==> src/rtl/mdp3_book_update_sched.sv <==
`default_nettype none
// ============================================================================
// Module  : mdp3_book_update_sched
// Brief   : Queues parsed MDP3 book messages and applies them to a single-port
//           book RAM as read-modify-write, sharing the RAM with host reads.
// Rev     : 1.0
// ============================================================================
module mdp3_book_update_sched #(
    parameter int QDEPTH       = 4,
    parameter int SEC_BITS     = 4,
    parameter int LVL_BITS     = 3,
    parameter int STARVE_LIMIT = 8,
    parameter int ADDR_W       = SEC_BITS + 1 + LVL_BITS
) (
    input  logic                clk,
    input  logic                reset,
    input  logic                msg_valid,
    output logic                msg_ready,
    input  logic [1:0]          msg_action,
    input  logic [1:0]          msg_entry_type,
    input  logic [LVL_BITS-1:0] msg_level,
    input  logic [31:0]         msg_security_id,
    input  logic [63:0]         msg_price,
    input  logic [15:0]         msg_quantity,
    input  logic [7:0]          msg_num_orders,
    output logic [ADDR_W-1:0]   ram_addr,
    output logic                ram_rd_en,
    output logic                ram_wr_en,
    output logic [88:0]         ram_wdata,
    input  logic [88:0]         ram_rdata,
    input  logic                host_req,
    input  logic [ADDR_W-1:0]   host_addr,
    output logic                host_ack,
    output logic [88:0]         host_rdata,
    output logic [31:0]         upd_count,
    output logic [15:0]         err_count
);

    localparam int c_PTR_W = (QDEPTH > 1) ? $clog2(QDEPTH) : 1;
    localparam int c_CNT_W = $clog2(QDEPTH + 1);
    localparam int c_STV_W = $clog2(STARVE_LIMIT + 1);

    localparam logic [2:0] c_IDLE     = 3'd0;
    localparam logic [2:0] c_MSG_RD   = 3'd1;
    localparam logic [2:0] c_MSG_MOD  = 3'd2;
    localparam logic [2:0] c_MSG_WR   = 3'd3;
    localparam logic [2:0] c_HOST_RD  = 3'd4;
    localparam logic [2:0] c_HOST_RSP = 3'd5;

    localparam logic [1:0] c_ACT_NEW    = 2'd0;
    localparam logic [1:0] c_ACT_CHANGE = 2'd1;
    localparam logic [1:0] c_ACT_DELETE = 2'd2;
    localparam logic [1:0] c_ACT_BAD    = 2'd3;

    typedef struct packed {
        logic [1:0]          action;
        logic [1:0]          etype;
        logic [LVL_BITS-1:0] level;
        logic [SEC_BITS-1:0] sec;
        logic [63:0]         price;
        logic [15:0]         qty;
        logic [7:0]          orders;
    } msg_t;

    msg_t                r_q_mem [QDEPTH];
    logic [c_PTR_W-1:0]  r_wr_ptr;
    logic [c_PTR_W-1:0]  r_rd_ptr;
    logic [c_CNT_W-1:0]  r_q_count;
    logic [c_CNT_W-1:0]  w_q_count_next;
    logic                r_msg_ready;
    logic                w_push;
    logic                w_pop;
    msg_t                w_push_msg;
    msg_t                w_head;
    logic [ADDR_W-1:0]   w_head_addr;
    logic                w_unused_sec;

    logic [2:0]          r_state;
    logic [2:0]          w_state_next;
    logic [c_STV_W-1:0]  r_starve_cnt;
    logic                w_host_grant;
    logic                w_err_inc;
    logic                w_upd_inc;
    logic                w_load_cur;
    logic                w_rd_en_next;
    logic                w_wr_en_next;
    logic [ADDR_W-1:0]   w_addr_next;
    logic [88:0]         w_wdata_next;
    logic                w_ack_next;

    logic                r_ram_rd_en;
    logic                r_ram_wr_en;
    logic [ADDR_W-1:0]   r_ram_addr;
    logic [88:0]         r_ram_wdata;
    logic                r_host_ack;
    logic [88:0]         r_host_rdata;
    logic [31:0]         r_upd_count;
    logic [15:0]         r_err_count;

    logic [1:0]          r_cur_action;
    logic [63:0]         r_cur_price;
    logic [15:0]         r_cur_qty;
    logic [7:0]          r_cur_orders;

    assign w_unused_sec = ^msg_security_id[31:SEC_BITS];

    assign w_push     = msg_valid && r_msg_ready;
    assign w_push_msg = '{action: msg_action, etype: msg_entry_type, level: msg_level,
                          sec: msg_security_id[SEC_BITS-1:0], price: msg_price,
                          qty: msg_quantity, orders: msg_num_orders};
    assign w_head      = r_q_mem[r_rd_ptr];
    assign w_head_addr = {w_head.sec, w_head.etype[0], w_head.level};
    assign w_q_count_next = r_q_count + c_CNT_W'(w_push) - c_CNT_W'(w_pop);

    always_ff @(posedge clk) begin
        if (w_push) begin
            r_q_mem[r_wr_ptr] <= w_push_msg;
        end
    end

    always_comb begin
        w_state_next = r_state;
        w_pop        = 1'b0;
        w_host_grant = 1'b0;
        w_err_inc    = 1'b0;
        w_upd_inc    = 1'b0;
        w_load_cur   = 1'b0;
        w_rd_en_next = 1'b0;
        w_wr_en_next = 1'b0;
        w_addr_next  = r_ram_addr;
        w_wdata_next = r_ram_wdata;
        w_ack_next   = 1'b0;
        case (r_state)
            c_IDLE: begin
                if ((r_q_count != '0) &&
                    (!host_req || (r_starve_cnt < c_STV_W'(STARVE_LIMIT)))) begin
                    w_pop = 1'b1;
                    if (w_head.etype[1] || (w_head.action == c_ACT_BAD)) begin
                        w_err_inc = 1'b1;
                    end else if (w_head.action == c_ACT_NEW) begin
                        w_state_next = c_MSG_WR;
                        w_wr_en_next = 1'b1;
                        w_addr_next  = w_head_addr;
                        w_wdata_next = {1'b1, w_head.price, w_head.qty, w_head.orders};
                    end else begin
                        w_state_next = c_MSG_RD;
                        w_rd_en_next = 1'b1;
                        w_addr_next  = w_head_addr;
                        w_load_cur   = 1'b1;
                    end
                // A host_ack cycle still sees the old host_req; skip it to avoid a double grant.
                end else if (host_req && !r_host_ack) begin
                    w_host_grant = 1'b1;
                    w_state_next = c_HOST_RD;
                    w_rd_en_next = 1'b1;
                    w_addr_next  = host_addr;
                end
            end
            c_MSG_RD: begin
                w_state_next = c_MSG_MOD;
            end
            c_MSG_MOD: begin
                if ((r_cur_action == c_ACT_CHANGE) && ram_rdata[88] &&
                    (ram_rdata[87:24] == r_cur_price)) begin
                    w_state_next = c_MSG_WR;
                    w_wr_en_next = 1'b1;
                    w_wdata_next = {1'b1, r_cur_price, r_cur_qty, r_cur_orders};
                end else if ((r_cur_action == c_ACT_DELETE) && ram_rdata[88]) begin
                    w_state_next = c_MSG_WR;
                    w_wr_en_next = 1'b1;
                    w_wdata_next = '0;
                end else begin
                    w_err_inc    = 1'b1;
                    w_state_next = c_IDLE;
                end
            end
            c_MSG_WR: begin
                w_upd_inc    = 1'b1;
                w_state_next = c_IDLE;
            end
            c_HOST_RD: begin
                w_state_next = c_HOST_RSP;
            end
            c_HOST_RSP: begin
                w_ack_next   = 1'b1;
                w_state_next = c_IDLE;
            end
            default: begin
                w_state_next = c_IDLE;
            end
        endcase
    end

    always_ff @(posedge clk) begin
        if (reset) begin
            r_state      <= c_IDLE;
            r_wr_ptr     <= '0;
            r_rd_ptr     <= '0;
            r_q_count    <= '0;
            r_msg_ready  <= 1'b0;
            r_starve_cnt <= '0;
            r_ram_rd_en  <= 1'b0;
            r_ram_wr_en  <= 1'b0;
            r_ram_addr   <= '0;
            r_ram_wdata  <= '0;
            r_host_ack   <= 1'b0;
            r_host_rdata <= '0;
            r_upd_count  <= '0;
            r_err_count  <= '0;
        end else begin
            r_state     <= w_state_next;
            r_q_count   <= w_q_count_next;
            r_msg_ready <= (w_q_count_next != c_CNT_W'(QDEPTH));
            if (w_push) begin
                r_wr_ptr <= r_wr_ptr + c_PTR_W'(1);
            end
            if (w_pop) begin
                r_rd_ptr <= r_rd_ptr + c_PTR_W'(1);
            end
            if (w_host_grant || !host_req) begin
                r_starve_cnt <= '0;
            end else if (w_pop && (r_starve_cnt != c_STV_W'(STARVE_LIMIT))) begin
                r_starve_cnt <= r_starve_cnt + c_STV_W'(1);
            end
            r_ram_rd_en <= w_rd_en_next;
            r_ram_wr_en <= w_wr_en_next;
            r_ram_addr  <= w_addr_next;
            r_ram_wdata <= w_wdata_next;
            r_host_ack  <= w_ack_next;
            if (r_state == c_HOST_RSP) begin
                r_host_rdata <= ram_rdata;
            end
            if (w_upd_inc && (r_upd_count != '1)) begin
                r_upd_count <= r_upd_count + 32'd1;
            end
            if (w_err_inc && (r_err_count != '1)) begin
                r_err_count <= r_err_count + 16'd1;
            end
        end
    end

    always_ff @(posedge clk) begin
        if (w_load_cur) begin
            r_cur_action <= w_head.action;
            r_cur_price  <= w_head.price;
            r_cur_qty    <= w_head.qty;
            r_cur_orders <= w_head.orders;
        end
    end

    assign msg_ready  = r_msg_ready;
    assign ram_rd_en  = r_ram_rd_en;
    // A write already scheduled is dropped in the very cycle reset arrives.
    assign ram_wr_en  = r_ram_wr_en && !reset;
    assign ram_addr   = r_ram_addr;
    assign ram_wdata  = r_ram_wdata;
    assign host_ack   = r_host_ack;
    assign host_rdata = r_host_rdata;
    assign upd_count  = r_upd_count;
    assign err_count  = r_err_count;

endmodule
`default_nettype wire

==> config.mk <==
export PLATFORM = sky130hd
export DESIGN_NAME = mdp3_book_update_sched
export DESIGN_NICKNAME = d
export VERILOG_FILES = /design/src/rtl/mdp3_book_update_sched.sv
export SDC_FILE = /design/constraint.sdc
export NUM_CORES = 1
export LEC_CHECK = 0
export ABC_AREA = 1
export ABC_CLOCK_PERIOD_IN_PS = 8580
export BUFFER_PORTS_ARGS = -buffer_cell sky130_fd_sc_hd__buf_4
export CAP_MARGIN = 20
export CORE_MARGIN = 3
export CORE_UTILIZATION = 34
export CTS_CLUSTER_SIZE = 16
export DETAILED_ROUTE_END_ITERATION = 8
export SYNTH_ARGS = -nofsm -noshare
export SYNTH_HDL_FRONTEND = slang
export SYNTH_SLANG_ARGS = --single-unit
==> constraint.sdc <==
create_clock -name clk -period 8.58 [get_ports clk]
set_input_delay 1.716 -clock clk [delete_from_list [all_inputs] [get_ports clk]]
set_output_delay 1.716 -clock clk [all_outputs]
set_load 0.1 [all_outputs]
# Word-level counts from Yosys, hierarchy flattened
# Memory sizes are Yosys's and may differ from the RTL's. A register that Yosys moved wholly into a read port is not among the register bits.
# Index checks and enable logic that the tools add are counted.
[totals]
memories = 1
elab_cells = 117
input_bits = 228
ramBits = 396
reg_bits = 342
[memory_table]
columns = ["memory", "words", "width", "rd", "rd_ports_with_merged_regs", "write_ports", "line_no", "source"]
rows = [
  ["r_q_mem", 4, 99, 1, 1, 1, "65", "msg_t r_q_mem [QDEPTH];"],
]
[classes]
n_addsub = 7
eq_ne = 20
reduce_logical = 26
order_cmp = 1
bitwise = 1
n_mux = 43
[ops]
columns = ["cell", "n"]
rows = [
  ["two-way mux 89 bit", 5],
  ["case mux 89 bit (2 select lines)", 1],
  ["equality test 64 bit", 1],
  ["adder 32 x 1 -> 32 bit, second input constant", 1],
  ["!= test 32 bit, second input constant", 1],
  ["two-way mux 8 bit", 3],
  ["two-way mux 1 bit", 23],
  ["adder 16 x 1 -> 16 bit, second input constant", 1],
  ["!= test 16 bit, second input constant", 1],
  ["!= test 3 bit, second input constant", 4],
  ["case mux 3 bit (4 select lines)", 1],
  ["logical AND 1 bit", 10],
  ["two-way mux 2 bit", 5],
  ["two-way mux 3 bit", 3],
  ["!= test 2 bit, second input constant", 4],
  ["equality test 3 x 2 -> 1 bit, second input constant", 2],
  ["equality test 3 bit, second input constant", 2],
  ["AND reduction 5 bit", 1],
  ["adder 2 x 1 -> 2 bit, second input constant", 2],
  ["adder 4 x 1 -> 4 bit, second input constant", 1],
  ["equality test 2 bit, second input constant", 2],
  ["less-than comparator 4 bit, second input constant", 1],
  ["!= test 4 bit, second input constant", 1],
  ["case mux 1 bit (2 select lines)", 2],
  ["14 further kinds", 20],
]

# Logic depth before layout (Yosys ltp)
# Gate-level depths: netlist of run 1.
[logic_depth]
ltp_word = 7
mapped_depth = 17

# Worst setup path before layout of run 1
# Ideal clock, no wire load.
[synth_path]
kind = "input-to-reg"
start = "in host_req"
end = "reg r_cur_action[0], enable pin"
slack_ns = 1.352
arrival_time_ns = 6.658
cell_stages = 5
path_buffers = 0
setup_time_ns = 0.570
t_required_ns = 8.010
path_cell_list = "nand2_1 -> o31ai_1 -> nor2_1 -> nand2_1 -> a21oi_1"
[synth_between]
elab_chain_len = 5
[synth_rtl]
columns = ["element", "line_no", "source"]
rows = [
  ["from (decl)", "31", "input logic host_req,"],
  ["logical NOT 1 bit", "136", "(!host_req || (r_starve_cnt < c_STV_W'(STARVE_LIMIT)))) begin"],
  ["logical OR 1 bit", "136", ""],
  ["logical AND 1 bit", "135", "if ((r_q_count != '0) &&"],
  ["two-way mux 1 bit", "135", ""],
  ["two-way mux 1 bit", "133", "case (r_state)"],
  ["via w_load_cur", "84", "logic w_load_cur;"],
  ["to (signal assigned)", "244", "r_cur_action <= w_head.action;"],
  ["to (decl)", "100", "logic [1:0] r_cur_action;"],
]
# The timed path passes the listed nets, and every way through them passes these cells.
# A chain may end at the register's enable or synchronous reset.

# Worst setup path in the final report of run 1
[layout_path]
start = "in ram_rdata[51]"
end = "reg r_ram_wdata[50], in the netlist ram_wdata[50]"
[layout_between]
elab_chain_len = 4
word_cells_on_any_way = 6
cone_classes = "eq/ne: 2; mux: 2; reduce/logical: 2"
[layout_rtl]
columns = ["element", "line_no", "source"]
rows = [
  ["from (decl)", "30", "input logic [88:0] ram_rdata,"],
  ["equality test 64 bit (*)", "164", "(ram_rdata[87:24] == r_cur_price)) begin"],
  ["logical AND 1 bit (*)", "163", "if ((r_cur_action == c_ACT_CHANGE) && ram_rdata[88] &&"],
  ["!= test 3 bit (no source line) / two-way mux 89 bit (equally long branches)", "--", ""],
  ["AND reduction 5 bit (no source line) / case mux 89 bit (2 select lines) (equally long branches)", "--", ""],
  ["to (signal assigned)", "228", "r_ram_wdata <= w_wdata_next;"],
  ["to (decl)", "94", "logic [88:0] r_ram_wdata;"],
]
# Mark *: on every way between the ends. The rest lies on a longest branch, timed or not.

==> flow_summary.ini, run 1 <==
[timing]
tightest_slew_ps = 1070
fin_worst_skew_ps = 22.1
fin_hold_ws_ps = 444
hold_viol = 0
maxSlewViolCount = 0
period_minus_slack_ps = 4440
slew_headroom = 0.286
fin_ws_ps = 4140
setup_violations = 0
fin_crit_sh = 0.517
setup_tns_ps = 0
fmax_mhz = 225
grt_setup_unrepaired = no

[synthesis]
synth_warnings = 0
post-synth-top-count-cell = edfxtp_1
yosys.area.top_type = edfxtp_1
synthTopCellsByCount = 486 x edfxtp_1, 479 x nor2_1, 410 x o21ai_0
synth_edf_count = 486
yosysTopAreaCellShare = 0.491
ys_ff_latch = 740
yosysSeqAreaShare = 0.662
synth_area_leaders = edfxtp_1 49%, dfxtp_1 17%, o21ai_0 6.9%
synth_ff_type = edfxtp_1
netlist_area_um2 = 29700
syn_avg_cell_area_um2 = 10.2
syn_inst = 2925
synth_fp_nets = 3164
ys_types = 43
async_reset_ff_frac = 0

[status]
status = finished clean

[place]
portBuffers = 437
dp.cells = 4366
gp_congestion = 0.900
hpwlAfterDp_um = 53900
place_ws_ps = 3410

[clock_network]
cts_sinks = 740
clkTransAtPathRegs_ps = 60
clock_path_buffers = 3
holdBufCountCts = 0
h-tree-depth = 3
cts_tree = done
cts_buffers = 83
cts_resized = 0
clock_latency_ps = 630
cts_setup_buffers = 0
root_buffer = clkbuf_16

[routing]
drtIter0Drc = 1651
drc = 0
wl_met3_um = 5730
wire_per_inst_um = 19.4
drt-pass1-iter-count = 5
routed_via_density = 4.89
ant_nets = 0
highest_layer = met5
vias = 22134
wl_met2_um = 40700
wl_met1_um = 39200
routed_wl_um = 88000

[layout]
multi_input_area_um2 = 8510
final_nets = 3547
instances_no_fill = 4529
regArea_um2 = 19700
fillCellCount = 8242
drive_gt1_frac = 0.187
syn_to_final_growth_pct = 23.6

[power_and_ir_drop]
irDropWorstVdd_mv = 0.221
p_total_mw = 12.6
power.density_nw_per_um2 = 343
p_leak_nw = 13.9

[global_routing]
antenna_found_initial = 12
grt_overflow = 0
grt_start_max_net_pins = 175
grt_pass1_wl_um = 130000
grt_pass1_vias = 21013
track_usage = 0.187

[setup_path]
worst-endpoint-arrival_ps = 4950
crit_required_ps = 9090
end_kind = flop
start_kind = input pin
worstPathMaxFanout = 70
path_class = input pin to flop

[die]
core_um2 = 85900
initial_core_util = 0.346
die_h_um = 302
fp.dieArea_um2 = 91000
rows = 107
die_w_um = 302
io_pins = 466

[hold_path]
min_path_type = flop to flop

[run]
max_cap_violations = 0
state kept, by name, indices dropped and copies added, names as in the netlist, 2 cells and up, named ones only:
signal        cells
r_q_mem         396
host_rdata       89
ram_wdata        89
r_cur_price      64
upd_count        32
err_count        16
r_cur_qty        16
r_cur_orders      8
ram_addr          8
r_starve_cnt      4
r_q_count         3
r_state           3
r_cur_action      2
r_rd_ptr          2
r_wr_ptr          2
final cells by class:
class / instances / area share
inverter: 224 / 0.0233
timing repair buffer: 461 / 0.0957
multi-input combinational: 1798 / 0.231
clock buffer: 97 / 0.0588
antenna: 6 / 0.000409
tap: 1144 / 0.0389
clock inverter: 59 / 0.0158
sequential: 740 / 0.536
stage by stage:
| step | util | cell area [um2] |
|---|---|---|
| global placement | 0.395 | 34000 |
| CTS | 0.427 | 36700 |
| finish | 0.428 | 36800 |
| detailed placement | 0.395 | 34000 |
| global route | 0.428 | 36800 |
| floorplan | - | 29700 |
placed cells by master (no fill, tap or decap), drive strengths merged, types with 5 or more instances in the layout:
cell type    n
a21oi      137
a31oi        8
buf        461
bufinv       8
clkbuf      97
clkinv      41
clkinvlp     7
dfxtp      254
diode        6
edfxtp     486
ha          10
inv        227
nand2      414
nand3       91
nand4       14
nor2       483
nor3        27
nor3b        5
nor4         6
o21ai      437
o22ai       97
xnor2       36
xor2        19
path summary, 6_finish.rpt:
| kind | endpoint | cells past startpoint | slack [ps] | from |
|---|---|---|---|---|
| worst max-delay path | ram_wdata[50] | 14 | 4140 | ram_rdata[51] |
| worst min-delay path | host_rdata[45] | 2 | 440 | host_rdata[45] |
| worst max register to register | ram_wdata[50] | 11 | 4330 | flop |
| worst min register to register | host_rdata[45] | 2 | 440 | host_rdata[45] |
power by group:
part | total (mW) | internal, mW | switching (mW)
logic | 4.26 | 0.966 | 3.30
registers | 4.78 | 4.48 | 0.305
clock network | 3.55 | 2.06 | 1.48
total | 12.6 | 7.51 | 5.09
layer usage:
layer  global-route usage  up-vias
met4               0.0599        6
met5                    0        -
li1                     -    10774
met2                0.302      614
met1                0.251    10603
met3               0.0397      137
worst max-delay path, stage by stage:
cell and delay [ps]:
buf_4 120, xnor2_1 220, nand2_1 80, nor2_1 320
nand2_1 130, nor2_1 190, nand3_4 160, nand2_1 120
nand2_2 90, nand2_4 500, buf_4 790, nand3_1 230
nand2_1 140, nor2_1 50
cell families (layout without fill, tap and decap cells):
group	count (synthesis)	count (layout)	synth area share
AOI/OAI and AO/OA	686	686	0.120
xor gates and xnor gates	55	55	0.0162
adders and majority gates	11	11	0.00488
buffers and inverters	387	841	0.0544
DFF	740	740	0.662
muxes	1	1	0.000337
other	0	6	0
and+or+nand+nor	1045	1045	0.142
No activity file was read; power rests on OpenSTA's default activity.
==> run 2, diff against run 1 <==
--- a/config.mk
+++ b/config.mk
@@ -5,8 +5,8 @@
 export SDC_FILE = /design/constraint.sdc
 export NUM_CORES = 1
 export LEC_CHECK = 0
-export ABC_AREA = 1
-export ABC_CLOCK_PERIOD_IN_PS = 8580
+export ABC_AREA = 0
+export ABC_CLOCK_PERIOD_IN_PS = 3800
 export BUFFER_PORTS_ARGS = -buffer_cell sky130_fd_sc_hd__buf_4
 export CAP_MARGIN = 20
 export CORE_MARGIN = 3
==> constraint.sdc (replaced) <==
create_clock -name clk -period 3.8 [get_ports clk]
set_input_delay 0.76 -clock clk [delete_from_list [all_inputs] [get_ports clk]]
set_output_delay 0.76 -clock clk [all_outputs]
set_load 0.1 [all_outputs]
==> run 2 against run 1 <==
Compared with the run above: wire length shrank 2.8%; global-route usage grew 0.55 points; via count shrank 15%; sequential cell count is the same; utilization grew 0.70 points; synthesized cell count shrank 31%; final cell count shrank 20%; non-clock buffer count grew 26; highest routed layer unchanged; sequential power grew 120%; total power grew 110%; largest power group unchanged; first-iteration DRC count shrank 23%; count of clock-buffer cells in the layout grew 17.
==> flow_summary.ini, run 2 <==
[hold_path]
min_path_type = input pin to flop
hold_start = msg_quantity[13]
whs_endpoint = r_q_mem[0][21]
holdPathStages = 1

[synthesis]
yosysTopAreaCellShare = 0.517
ys_types = 57
synth_warnings = 0
syn_avg_cell_area_um2 = 13.9
yosys.area.top_type = edfxtp_1
yosysSeqAreaShare = 0.697
synth_fp_nets = 2264
async_reset_ff_frac = 0
synth_edf_count = 486
post-synth-top-count-cell = edfxtp_1
ys_ff_latch = 740
syn_inst = 2025
synthTopCellsByCount = 486 x edfxtp_1, 254 x dfxtp_1, 212 x nand2_1
synth_ff_type = edfxtp_1
netlist_area_um2 = 28200
synth_area_leaders = edfxtp_1 52%, dfxtp_1 18%, mux4_2 7.9%

[routing]
drtIter0Drc = 1274
highest_layer = met5
wl_met1_um = 35100
drt-pass1-iter-count = 5
wire_per_inst_um = 23.7
ant_nets = 0
routed_via_density = 5.17
wl_met2_um = 41600
wl_met3_um = 6680
routed_wl_um = 85600
drc = 0
vias = 18714

[timing]
maxSlewViolCount = 0
hold_viol = 0
grt_setup_unrepaired = no
setup_violations = 0
period_minus_slack_ps = 3100
fmax_mhz = 323
fin_ws_ps = 700
slew_headroom = 0.329
fin_crit_sh = 0.816
setup_tns_ps = 0
tightest_slew_ps = 1010
fin_hold_ws_ps = 325
fin_worst_skew_ps = 20.9

[global_routing]
grt_pass1_vias = 19065
antenna_found_initial = 13
grt_start_max_net_pins = 170
track_usage = 0.192
grt_overflow = 0
grt_pass1_wl_um = 124000

[place]
placed_area_um2 = 33000
hpwlAfterDp_um = 57000
gp_congestion = 0.807
dp.cells = 3456
portBuffers = 437
place_ws_ps = 176

[clock_network]
holdBufCountCts = 0
cts_resized = 0
cts_buffers = 82
cts_tree = done
root_buffer = clkbuf_16
cts_setup_buffers = 0
h-tree-depth = 3
cts_sinks = 740
clock_latency_ps = 630
clkTransAtPathRegs_ps = 60
clock_path_buffers = 3

[die]
io_pins = 466
die_h_um = 294
core_um2 = 82100
die_w_um = 294
fp.dieArea_um2 = 86500
initial_core_util = 0.344
rows = 105

[setup_path]
r2r_end = r_state[1]
crit_required_ps = 4270
start_kind = flop
path_class = flop to flop
r2r_start = r_cur_price[3]
rrSetupSlack_ps = 700
worstPathMaxFanout = 4
rr_worst_depth = 11
worst-endpoint-arrival_ps = 3570
end_kind = flop

[layout]
syn_to_final_growth_pct = 26.5
final_area_um2 = 35700
final_nets = 2710
instances_no_fill = 3618
regMostFlops = r_q_mem
fin_util = 0.435
layout_commonest_cell = edfxtp_1
mostFrequentLayoutCells = 486 x edfxtp_1, 466 x buf_4, 252 x dfxtp_1, 211 x nand2_1, 192 x a21oi_1
drive_gt1_frac = 0.289
largest_reg_flops = 396

[power_and_ir_drop]
irDropWorstVdd_mv = 0.426
p_leak_nw = 12.5
power.density_nw_per_um2 = 730
p_total_mw = 26.0

[status]
status = finished clean

[run]
max_cap_violations = 0
-- run 2: worst max-delay path, cell delays in order (launching register included) --
cell and delay, ps:
edfxtp_1 460, xnor2_1 170, buf_4 160, nand4_1 230, nor4_1 400, buf_4 170, nand3_1 60, buf_4 170
buf_4 150, o21ai_0 320, nand2b_1 100, a2111oi_0 530
-- run 2: worst max path at each step --
stage | slack (ps) | start | depth (start not counted) | to
floorplan | 4 | flop | 4 | r_cur_action[0]
CTS | 590 | r_cur_price[3] | 11 | r_state[1]
global route | 480 | r_cur_price[3] | 11 | r_state[1]
global placement | 370 | ram_rdata[27] | 12 | ram_wdata[57]
detailed placement | 180 | ram_rdata[27] | 12 | r_state[1]
finish | 700 | r_cur_price[3] | 11 | r_state[1]
-- run 2: cell type report --
type / count / area, um2
fillers: 7430 / 46400
flip-flops and latches: 740 / 19700
multi-input cells: 1148 / 8040
repair buffers: 487 / 3910
clock buffers: 114 / 2240
well taps: 1070 / 1340
clock inverters: 38 / 395
inverters: 12 / 45.0
diodes: 9 / 22.5
-- run 2: report_power, final --
part | leakage (nW) | switching (mW) | internal, mW
registers | 6.47 | 0.623 | 9.88
logic | 4.71 | 5.50 | 2.30
clock network | 1.29 | 3.28 | 4.45
total | 12.5 | 9.41 | 16.6
-- run 2: kinds of logic after synthesis --
group                      share of synthesized area
AOI/OAI and AO/OA                             0.0474
xor gates and xnor gates                      0.0313
adders and majority gates                    0.00514
buffers and inverters                         0.0203
DFF                                            0.697
muxes                                         0.0858
and+or+nand+nor                                0.113
-- run 2: metal layers --
layer / up-vias / global-route usage
li1: 8487 / -
met5: - / 0
met3: 120 / 0.0491
met2: 631 / 0.323
met4: 6 / 0.0613
met1: 9470 / 0.244
